===== src/rtl/pwr_seq_gen_pkg.sv =====
// Shared types and constants for the power-up sequencer and its users.
// Stage indices name the enables in the order they are released.
package pwr_seq_gen_pkg;

  typedef enum logic [1:0] {
    IDLE = 2'd0,
    UP   = 2'd1,
    RUN  = 2'd2,
    DOWN = 2'd3
  } seq_state_t;

  localparam int PWR_STAGE_CAM  = 0;
  localparam int PWR_STAGE_PIPE = 1;
  localparam int PWR_STAGE_I2C  = 2;

  // Width of a counter spanning 0..n-1; never narrower than one bit.
  function automatic int cnt_w(input int n);
    return (n <= 2) ? 1 : $clog2(n);
  endfunction

endpackage


===== src/rtl/pwr_seq_gen_sync_2ff.sv =====
// Generic two-flop synchroniser for slow asynchronous level signals.
// Reset value is zero, so a synchronised "ready" level starts deasserted.
module sync_2ff #(
  parameter int WIDTH = 1
) (
  input  logic             clk,
  input  logic             areset_n,
  input  logic [WIDTH-1:0] d,
  output logic [WIDTH-1:0] q
);

  logic [WIDTH-1:0] meta;

  always_ff @(posedge clk or negedge areset_n) begin
    if (!areset_n) begin
      meta <= '0;
      q    <= '0;
    end else begin
      meta <= d;
      q    <= meta;
    end
  end

endmodule


===== src/rtl/pwr_seq_gen.sv =====
// Ordered power-up/down sequencer gated by PLL lock, plus a free-running
// strobe divider and an LED heartbeat divider.
//
// state | meaning
// IDLE  | waiting for lock, all stages off
// UP    | releasing stages lowest first, STAGE_DLY apart
// RUN   | all stages on, seq_done high
// DOWN  | clearing stages highest first before re-entering UP
module pwr_seq_gen
  import pwr_seq_gen_pkg::*;
#(
  parameter int NUM_STAGES = 3,
  parameter int STAGE_DLY  = 100_000,
  parameter int STROBE_DIV = 250,
  parameter int HB_DIV     = 50_000_000
) (
  input  logic                  clk,
  input  logic                  areset_n,
  input  logic                  pll_locked,
  input  logic                  sw_restart,
  output logic [NUM_STAGES-1:0] stage_en,
  output logic                  seq_done,
  output logic                  strobe,
  output logic                  heartbeat,
  output logic [1:0]            seq_state
);

  localparam int DLY_W = cnt_w(STAGE_DLY);
  localparam int IDX_W = cnt_w(NUM_STAGES);
  localparam int STB_W = cnt_w(STROBE_DIV);
  localparam int HB_W  = cnt_w(HB_DIV);

  localparam logic [DLY_W-1:0] DLY_LAST = DLY_W'(STAGE_DLY - 1);
  localparam logic [IDX_W-1:0] IDX_LAST = IDX_W'(NUM_STAGES - 1);
  localparam logic [STB_W-1:0] STB_LAST = STB_W'(STROBE_DIV - 1);
  localparam logic [HB_W-1:0]  HB_LAST  = HB_W'(HB_DIV - 1);

  logic lock_s;

  sync_2ff #(.WIDTH(1)) u_lock_sync (
    .clk      (clk),
    .areset_n (areset_n),
    .d        (pll_locked),
    .q        (lock_s)
  );

  seq_state_t             state, state_nxt;
  logic [DLY_W-1:0]       dly_cnt, dly_cnt_nxt;
  logic [IDX_W-1:0]       idx, idx_nxt;
  logic [NUM_STAGES-1:0]  stage_en_nxt;
  logic                   seq_done_nxt;
  logic                   dly_tick;
  logic [NUM_STAGES-1:0]  idx_mask;

  assign dly_tick = (dly_cnt == DLY_LAST);
  assign idx_mask = NUM_STAGES'(1) << idx;

  always_ff @(posedge clk or negedge areset_n) begin
    if (!areset_n) begin
      state    <= IDLE;
      dly_cnt  <= '0;
      idx      <= '0;
      stage_en <= '0;
      seq_done <= 1'b0;
    end else begin
      state    <= state_nxt;
      dly_cnt  <= dly_cnt_nxt;
      idx      <= idx_nxt;
      stage_en <= stage_en_nxt;
      seq_done <= seq_done_nxt;
    end
  end

  // Lock loss overrides everything, including a restart in the same cycle.
  always_comb begin
    state_nxt   = state;
    dly_cnt_nxt = dly_cnt;
    idx_nxt     = idx;
    if (!lock_s) begin
      state_nxt   = IDLE;
      dly_cnt_nxt = '0;
      idx_nxt     = '0;
    end else begin
      case (state)
        IDLE: begin
          state_nxt   = UP;
          dly_cnt_nxt = '0;
          idx_nxt     = '0;
        end
        UP: begin
          if (dly_tick) begin
            dly_cnt_nxt = '0;
            if (idx == IDX_LAST) begin
              state_nxt = RUN;
              idx_nxt   = '0;
            end else begin
              idx_nxt = idx + 1'b1;
            end
          end else begin
            dly_cnt_nxt = dly_cnt + 1'b1;
          end
        end
        RUN: begin
          if (sw_restart) begin
            state_nxt   = DOWN;
            dly_cnt_nxt = '0;
            idx_nxt     = IDX_LAST;
          end
        end
        DOWN: begin
          if (dly_tick) begin
            dly_cnt_nxt = '0;
            if (idx == '0) begin
              state_nxt = UP;
            end else begin
              idx_nxt = idx - 1'b1;
            end
          end else begin
            dly_cnt_nxt = dly_cnt + 1'b1;
          end
        end
      endcase
    end
  end

  always_comb begin
    stage_en_nxt = stage_en;
    seq_done_nxt = (state_nxt == RUN);
    if (!lock_s) begin
      stage_en_nxt = '0;
    end else begin
      case (state)
        IDLE:    stage_en_nxt = '0;
        UP:      if (dly_tick) stage_en_nxt = stage_en | idx_mask;
        DOWN:    if (dly_tick) stage_en_nxt = stage_en & ~idx_mask;
        default: stage_en_nxt = stage_en;
      endcase
    end
  end

  assign seq_state = state;

  logic [STB_W-1:0] stb_cnt;

  always_ff @(posedge clk or negedge areset_n) begin
    if (!areset_n) begin
      stb_cnt <= '0;
    end else if (stb_cnt == STB_LAST) begin
      stb_cnt <= '0;
    end else begin
      stb_cnt <= stb_cnt + 1'b1;
    end
  end

  assign strobe = (stb_cnt == STB_LAST);

  // Toggle on the edge the counter arrives at its last value, so the
  // first rise is visible HB_DIV-1 cycles after reset release.
  logic [HB_W-1:0] hb_cnt, hb_cnt_nxt;

  assign hb_cnt_nxt = (hb_cnt == HB_LAST) ? '0 : hb_cnt + 1'b1;

  always_ff @(posedge clk or negedge areset_n) begin
    if (!areset_n) begin
      hb_cnt    <= '0;
      heartbeat <= 1'b0;
    end else begin
      hb_cnt <= hb_cnt_nxt;
      if (hb_cnt_nxt == HB_LAST) heartbeat <= ~heartbeat;
    end
  end

endmodule


===== config.mk =====
export PLATFORM = sky130hd
export DESIGN_NAME = pwr_seq_gen
export DESIGN_NICKNAME = d
export VERILOG_FILES = /design/src/rtl/pwr_seq_gen_pkg.sv /design/src/rtl/pwr_seq_gen_sync_2ff.sv /design/src/rtl/pwr_seq_gen.sv
export SDC_FILE = /design/constraint.sdc
export NUM_CORES = 1
export LEC_CHECK = 0
export ABC_AREA = 1
export ABC_CLOCK_PERIOD_IN_PS = 3200
export CORE_UTILIZATION = 45
export DETAILED_ROUTE_END_ITERATION = 6
export GPL_ROUTABILITY_DRIVEN = 0
export PLACE_DENSITY = 0.65
export SLEW_MARGIN = 10
export SYNTH_ARGS = -nofsm -noshare
export SYNTH_HDL_FRONTEND = slang
export SYNTH_HIERARCHICAL = 1
export SYNTH_SLANG_ARGS = --single-unit

===== constraint.sdc =====
create_clock -name clk -period 3.2 [get_ports clk]
set_clock_uncertainty 0.15 [all_clocks]
set_input_delay 0.64 -clock clk [delete_from_list [all_inputs] [get_ports clk]]
set_output_delay 0.64 -clock clk [all_outputs]
set_load 0.02 [all_outputs]

==> reports/qor.log, run 1 <==
INFO  synthesis      synthesis.area_per_instance=7.29um2
INFO  finish         post-route-util=52.5%
INFO  timing         timing.final.max_slew_violations=0
INFO  global_route   number_of_global_route_vias_before_repair=3024
INFO  global_route   grt-ovfl-total=0
INFO  global_route   grt_pass1_wl=14100um
INFO  synthesis      post_synth_num_cell_types=35
INFO  worst_setup_path crit_family=buffers and inverters
INFO  timing         max_clock_freq=384MHz
INFO  worst_setup_path bufs_and_invs_on_worst_path=2
INFO  power          power.clock.fraction=44.8%
INFO  worst_setup_path critical-path-max-stage-delay=0.65ns
INFO  timing         worst_slew_margin_rel=73.0%
INFO  synthesis      synth.cell_area=3610um2
INFO  die            initial_standard_cell_utilization_of_the_core=46.7%
INFO  power          switchingPower=0.000390W
INFO  clocking       clock_insertion_delay_at_the_later_pin_of_the_skew_report=0.35ns
INFO  clocking       path_clk_slew=0.08ns
INFO  clocking       post_cts_buffers=0
INFO  worst_setup_path crit_path_top_delay_cell=sky130_fd_sc_hd__clkdlybuf4s50_1
INFO  power          cell_internal_pwr=0.00117W
INFO  clocking       h_tree_levels=3
INFO  synthesis      yosys_warnings=6
INFO  finish         syn_to_final_growth=12.3%
INFO  worst_hold_path holdCritPathClass=in -> async
INFO  synthesis      ys_ff_latch=62
INFO  power          power_switching_share=24.9%
INFO  power          pd_cells=385nW/um2
INFO  clocking       cts_root_cell=sky130_fd_sc_hd__clkbuf_8
INFO  route          drtAntennaViolNets=0
INFO  timing         fin_crit=2.60ns
INFO  finish         finalNetCount=531
INFO  outcome        status=finished, final reports clean
INFO  timing         final-setup-viol-count=0
INFO  flow_run       max_cap_viol_count=0
INFO  power          peakVddDrop=0.275mV
INFO  synthesis      synthCells=495
INFO  global_route   antenna_found_initial=0
INFO  route          remaining_drcs=0
INFO  clocking       clock_tree_from_tritoncts=done
INFO  finish         number_of_antenna_diodes=0
INFO  die            fp.dieW=91.6um
INFO  power          pwr-share-comb=4.2%
INFO  worst_setup_path worst-path-max-fanout=3
INFO  clocking       cts-hold-fix-buffers=0
INFO  die            num_io_pins=12
INFO  clocking       postCtsResizedCells=0
INFO  route          detail_route.first_pass.iterations=5
INFO  place          hpwl=5950um
INFO  power          total_leakage_power=1.93nW
INFO  finish         final_layout_size_suffix_gt1_share=9.37%
INFO  global_route   grt_usage=21.6%
INFO  worst_setup_path crit_path_start_kind=flip-flop
INFO  route          average_wire_per_standard_cell=12.5um
INFO  worst_setup_path critPathKind=reg -> out
INFO  die            std_cell_rows=32
INFO  die            design.die.area=8390um2
INFO  worst_setup_path worst_setup_path_end_kind=output port
INFO  clocking       clock_sink_count=62
INFO  die            core_area=7730um2
INFO  worst_setup_path worst-endpoint-arrival=1.81ns
INFO  place          portBuffers=11
INFO  clocking       cts_made_buffers=9
INFO  timing         rsz0062_at_grt=false
INFO  synthesis      ys_seq_area_share=43.0%
INFO  timing         totalNegativeSetupSlack=0ns
INFO  worst_setup_path critPathRequiredTime=2.41ns
INFO  synthesis      syn-num-nets=508
INFO  route          routed_via_density=5.02
INFO  route          route.final.wire_length=7840um
INFO  clocking       clk_path_buf_depth=2
INFO  global_route   grt_max_degree=33
INFO  worst_setup_path critical_path.cell_chain=inv_1, ha_1, nand2_1, nor4_2, clkdlybuf4s50_1
INFO  power          seqPwrFrac=51.1%
INFO  route          detailedRoute.firstIterationViolations=169
INFO  timing         min_period_over_period=81.4%
INFO  timing         finalHoldViolCount=0
INFO  route          vias=3139
INFO  timing         worst_pin_slew=0.405ns
INFO  die            fp.dieH=91.6um
cell usage in the layout, fill, tap and decap left out, types with 3 or more instances in the layout:
master / n
sky130_fd_sc_hd__clkdlybuf4s50_1: 10
sky130_fd_sc_hd__nand4_1: 8
sky130_fd_sc_hd__inv_1: 79
sky130_fd_sc_hd__nand2_1: 122
sky130_fd_sc_hd__ha_1: 9
sky130_fd_sc_hd__nor3_1: 7
sky130_fd_sc_hd__buf_4: 3
sky130_fd_sc_hd__clkinvlp_4: 3
sky130_fd_sc_hd__nor2_1: 76
sky130_fd_sc_hd__or2_2: 3
sky130_fd_sc_hd__o21ai_0: 18
sky130_fd_sc_hd__nor2_2: 11
sky130_fd_sc_hd__nand3_1: 35
sky130_fd_sc_hd__nor2_4: 6
sky130_fd_sc_hd__clkbuf_8: 9
sky130_fd_sc_hd__nand2_2: 3
sky130_fd_sc_hd__o211ai_1: 3
sky130_fd_sc_hd__xor2_1: 8
sky130_fd_sc_hd__dfrtp_1: 62
sky130_fd_sc_hd__a21oi_1: 21
sequential cells by signal (all words and copies together), names as in the netlist:
| signal | flops |
|---|---|
| u_lock_sync/meta | 1 |
| heartbeat | 1 |
| u_lock_sync/q | 1 |
| hb_cnt | 26 |
| seq_state | 2 |
| stage_en | 3 |
| dly_cnt | 17 |
| seq_done | 1 |
| idx | 2 |
| stb_cnt | 8 |
synth_stat cells:
library cell               instances  area (um2)
sky130_fd_sc_hd__nor2_4            6        67.6
sky130_fd_sc_hd__and2_1            1        6.26
sky130_fd_sc_hd__inv_1            79         297
sky130_fd_sc_hd__xnor2_1           1        8.76
sky130_fd_sc_hd__nor3b_1           1        7.51
sky130_fd_sc_hd__o22ai_1           1        6.26
sky130_fd_sc_hd__nand2_2           3        18.8
sky130_fd_sc_hd__a211oi_1          1        7.51
sky130_fd_sc_hd__nand2_1         122         458
sky130_fd_sc_hd__nand4_1           8        50.1
sky130_fd_sc_hd__or2_2             3        18.8
sky130_fd_sc_hd__a21oi_1          21         105
sky130_fd_sc_hd__o21ai_0          18        90.1
sky130_fd_sc_hd__nand3_2           1        10.0
sky130_fd_sc_hd__nor4_2            1        12.5
sky130_fd_sc_hd__a22o_1            1        8.76
sky130_fd_sc_hd__a31oi_1           2        12.5
sky130_fd_sc_hd__nor2_1           76         285
sky130_fd_sc_hd__buf_2             2        10.0
sky130_fd_sc_hd__ha_1              9         113
sky130_fd_sc_hd__xor2_2            1        16.3
sky130_fd_sc_hd__o211ai_1          3        22.5
sky130_fd_sc_hd__o21ba_1           1        10.0
sky130_fd_sc_hd__o21a_1            1        7.51
sky130_fd_sc_hd__nor2_2           11        68.8
sky130_fd_sc_hd__a21o_1            1        7.51
sky130_fd_sc_hd__xor2_1            8        70.1
sky130_fd_sc_hd__nor3_1            7        35.0
sky130_fd_sc_hd__inv_2             2        7.51
sky130_fd_sc_hd__o21bai_1          2        15.0
sky130_fd_sc_hd__dfrtp_1          62        1550
sky130_fd_sc_hd__nand2_4           1        11.3
sky130_fd_sc_hd__nor4_1            2        12.5
sky130_fd_sc_hd__nand3_1          35         175
sky130_fd_sc_hd__nand3b_1          1        7.51
power by group through the flow:
stage	clock network, W	registers [W]	logic [W]
2_1_floorplan	0	0.000817	0.0000249
3_3_place_gp	0	0.000813	0.0000665
3_5_place_dp	0	0.000813	0.0000671
4_1_cts	0.000719	0.000797	0.0000677
5_1_grt	0.000748	0.000799	0.0000764
6_report	0.000699	0.000798	0.0000656
routing by layer:
layer	track usage (%)	wire length (um)
met1	28.4	3740
met2	34.0	3500
met3	4.10	364
met4	10.3	230
met5	0	0
logic make-up (layout without fill, tap and decap cells):
group,Yosys count,after routing,synth area share [%]
AND/OR/NAND/NOR,279,279,34.5
buffers and inverters,83,111,8.70
flip-flops,62,62,43.0
AO/OA/AOI/OAI,52,52,8.11
XOR/XNOR,10,10,2.63
adder cells (fa/ha/maj),9,9,3.12
metrics by stage:
stage	setup WS [ns]	cells	total power (W)	cell area (um2)	hold slack, ns
floorplan	1.17	495	0.000842	3610	0.181
global placement	0.961	609	0.000879	3860	0.186
detailed placement	0.929	609	0.000880	3860	0.188
CTS	0.567	625	0.00158	4060	0.0228
global route	0.436	625	0.00162	4060	0.0396
finish	0.596	625	0.00156	4060	0.0170
path summary, 6_finish.rpt:
check                            startpoint       endpoint  slack (ns)  cells after the start
setup / recovery                 stb_cnt[1]         strobe        0.60                      5
hold / removal                     areset_n      hb_cnt[9]        0.02                      1
setup reg to reg                  hb_cnt[0]      heartbeat        1.01                     13
hold reg to reg            u_lock_sync/meta  u_lock_sync/q        0.22                      0
max in group asynchronous          areset_n     stb_cnt[0]        2.18                      2
min in group clk           u_lock_sync/meta  u_lock_sync/q        0.22                      0
area by class of cell:
type,instances,area (um2)
fill,723,3670
multi-input combinational,350,1750
sequential,62,1550
inverter,81,304
timing repair buffer,14,128
tap,102,128
clock buffer,9,124
clock inverter,7,75.1
No activity file was read; power rests on OpenSTA's default activity.
==> run 2: changes to the inputs <==
--- a/config.mk
+++ b/config.mk
@@ -6,11 +6,11 @@
 export NUM_CORES = 1
 export LEC_CHECK = 0
 export ABC_AREA = 1
-export ABC_CLOCK_PERIOD_IN_PS = 3200
+export ABC_CLOCK_PERIOD_IN_PS = 2350
 export CORE_UTILIZATION = 45
 export DETAILED_ROUTE_END_ITERATION = 6
 export GPL_ROUTABILITY_DRIVEN = 0
-export PLACE_DENSITY = 0.65
+export PLACE_DENSITY = 0.67
 export SLEW_MARGIN = 10
 export SYNTH_ARGS = -nofsm -noshare
 export SYNTH_HDL_FRONTEND = slang
==> constraint.sdc (replaced) <==
create_clock -name clk -period 2.35 [get_ports clk]
set_clock_uncertainty 0.15 [all_clocks]
set_input_delay 0.47 -clock clk [delete_from_list [all_inputs] [get_ports clk]]
set_output_delay 0.47 -clock clk [all_outputs]
set_load 0.02 [all_outputs]
==> run 2 against run 1 <==
Flip-flop and latch count stayed put. First-iteration DRC count shrank 20%. Setup slack worse by 0.44 ns. Sequential power grew 37%. Utilization increased by 0.58 points. Count of clock-buffer cells in the layout is 3 higher. Critical path depth is 4 higher. Register-to-register slack got worse by 0.85 ns. Die area did not move. Global-route usage fell by 0.090 points. Highest routed layer unchanged.
==> reports/qor.log, run 2 (synthesized netlist as in run 1, its figures left out) <==
INFO  worst_setup_path crit_path_start_kind=flip-flop
INFO  finish         post-route-util=53.1%
INFO  die            std_cell_rows=32
INFO  route          route.final.wire_length=7980um
INFO  power          cell_internal_pwr=0.00151W
INFO  die            fp.dieH=91.6um
INFO  flow_run       max_cap_viol_count=0
INFO  global_route   grt_usage=21.5%
INFO  finish         syn_to_final_growth=13.5%
INFO  finish         fill_cells=758
INFO  power          pwr-share-comb=4.5%
INFO  worst_setup_path worst-path-max-fanout=6
INFO  clocking       path_clk_slew=0.08ns
INFO  worst_setup_path crit_path_frequent_cell=sky130_fd_sc_hd__nand2_1
INFO  finish         reg.largest.list=hb_cnt: 26 flops, dly_cnt: 17 flops, stb_cnt: 8 flops
INFO  global_route   grt_pass1_wl=14100um
INFO  timing         fin_hold_ws=0.213ns
INFO  die            design.die.area=8390um2
INFO  die            fp.dieW=91.6um
INFO  clocking       clock_sink_count=62
INFO  timing         worst_pin_slew=0.464ns
INFO  finish         finalNetCount=539
INFO  outcome        status=finished, final reports clean
INFO  worst_setup_path reg2reg_slack=0.16ns
INFO  die            num_io_pins=12
INFO  global_route   number_of_global_route_vias_before_repair=3068
INFO  route          vias=3198
INFO  place          hpwl=6040um
INFO  timing         finalHoldViolCount=0
INFO  power          seqPwrFrac=54.0%
INFO  route          detail_route.first_pass.iterations=7
INFO  route          routed_via_density=5.05
INFO  clocking       clk_path_buf_depth=2
INFO  timing         final-setup-viol-count=0
INFO  global_route   grt_max_degree=38
INFO  power          pd_cells=491nW/um2
INFO  timing         worst_slew_margin_rel=69.0%
INFO  worst_setup_path critical-path-max-stage-delay=0.40ns
INFO  global_route   grt-ovfl-total=0
INFO  worst_setup_path critPathRequiredTime=2.43ns
INFO  clocking       cts_made_buffers=9
INFO  place          placed_cells_incl_taps=611
INFO  power          total_leakage_power=1.97nW
INFO  power          switchingPower=0.000500W
INFO  worst_setup_path critical_path.cell_chain=ha_1, nand2_1, nor2_1, nand4_1, nand2_1, inv_1, nor2_2, o21ai_0, o21a_1
INFO  worst_setup_path crit_end=stage_en[0]
INFO  worst_setup_path startpoint=dly_cnt[0]
INFO  worst_setup_path crit-reg2reg-launch=dly_cnt[0]
INFO  finish         register_name_with_the_most_flops=hb_cnt
INFO  worst_setup_path timing.rr.end=stage_en[0]
INFO  die            initial_standard_cell_utilization_of_the_core=46.7%
INFO  finish         final_layout_size_suffix_gt1_share=10.7%
INFO  finish         mostFrequentLayoutCell=sky130_fd_sc_hd__nand2_1
INFO  finish         ff_latch_area=1550um2
INFO  route          average_wire_per_standard_cell=12.6um
INFO  worst_setup_path worst_setup_path_end_kind=flip-flop
INFO  die            core_area=7730um2
INFO  power          peakVddDrop=0.336mV
INFO  clocking       clock_tree_from_tritoncts=done
INFO  worst_setup_path reg2regPathDepth=9
INFO  timing         max_clock_freq=456MHz
INFO  route          remaining_drcs=0
INFO  finish         final_cell_mix=121 x sky130_fd_sc_hd__nand2_1, 79 x sky130_fd_sc_hd__inv_1, 74 x sky130_fd_sc_hd__nor2_1
INFO  clocking       clock_insertion_delay_at_the_later_pin_of_the_skew_report=0.35ns
INFO  power          power.clock.fraction=41.6%
INFO  worst_hold_path holdCritPathClass=reg -> reg
INFO  finish         largest_register_ffs=26
INFO  clocking       h_tree_levels=3
INFO  clocking       cts_root_cell=sky130_fd_sc_hd__clkbuf_8
INFO  global_route   antenna_found_initial=0
INFO  worst_setup_path worst-endpoint-arrival=2.27ns
INFO  route          drtAntennaViolNets=0
INFO  power          power_switching_share=24.8%
INFO  timing         min_period_over_period=93.3%
INFO  timing         fin_crit=2.19ns
INFO  place          portBuffers=11
INFO  finish         stdcell_count=633
INFO  route          detailedRoute.firstIterationViolations=135
INFO  finish         number_of_antenna_diodes=0
INFO  timing         timing.final.max_slew_violations=0
INFO  finish         multi_input_comb_area=1760um2
INFO  worst_setup_path crit_path_top_delay_cell=sky130_fd_sc_hd__dfrtp_1
INFO  worst_setup_path critPathKind=reg -> reg
[run 2: how the worst min path moves through the flow]
stage	startpoint	end	slack (ns)	cells after the start
2_1_floorplan	areset_n	dly_cnt[0]	0.02	0
3_3_place_gp	u_lock_sync/meta	u_lock_sync/q	0.19	0
3_5_place_dp	u_lock_sync/meta	u_lock_sync/q	0.20	0
4_1_cts	u_lock_sync/meta	u_lock_sync/q	0.22	0
5_1_grt	u_lock_sync/meta	u_lock_sync/q	0.24	0
6_report	u_lock_sync/meta	u_lock_sync/q	0.21	0
[run 2: area by class of cell]
type | instances | area share [%]
timing repair buffer | 22 | 4.61
clock inverter | 4 | 0.549
sequential | 62 | 37.8
multi-input combinational | 350 | 42.9
clock buffer | 12 | 3.54
inverter | 81 | 7.42
tap | 102 | 3.11
[run 2: through the flow]
step	power [W]	setup TNS, ns	cell area, um2	setup WS [ns]
detailed placement	0.00120	0	3870	0.158
global placement	0.00120	0	3870	0.194
CTS	0.00204	0	4050	0.153
finish	0.00201	0	4100	0.158
floorplan	0.00115	0	3610	0.473
global route	0.00210	-0.0270	4100	-0.0270
[run 2: repair_timing]
item                                    4_1_cts  5_1_grt
setup buffers                                 0        5
pin swaps                                     0        1
gates resized for setup                       1        4
hold endpoints to repair                     25        0
endpoints found under the setup margin        1        1
hold buffers                                  1        0
[run 2: power by group through the flow]
stage	registers [W]	clock network (W)	logic, W
2_1_floorplan	0.00111	0	0.0000339
3_3_place_gp	0.00111	0	0.0000893
3_5_place_dp	0.00111	0	0.0000909
4_1_cts	0.00109	0.000865	0.0000925
5_1_grt	0.00109	0.000905	0.000104
6_report	0.00109	0.000837	0.0000901
[run 2: layer usage]
metal	vias to the layer above	routed length [um]	share of wire [%]	global-route usage, %
li1	1613	-	-	-
met1	1479	3720	47	28.3
met2	87	3720	47	34.3
met3	19	369	4.6	4.52
met4	0	170	2.1	8.86
met5	-	0	0	0
[run 2: worst max-delay path, delay by kind of cell (launching register included)]
kind	cells	cell delay, ns
buffers and inverters	1	0.17
AND/OR/NAND/NOR	5	0.92
flip-flops	1	0.40
adder cells (fa/ha/maj)	1	0.18
AO/OA/AOI/OAI	2	0.25
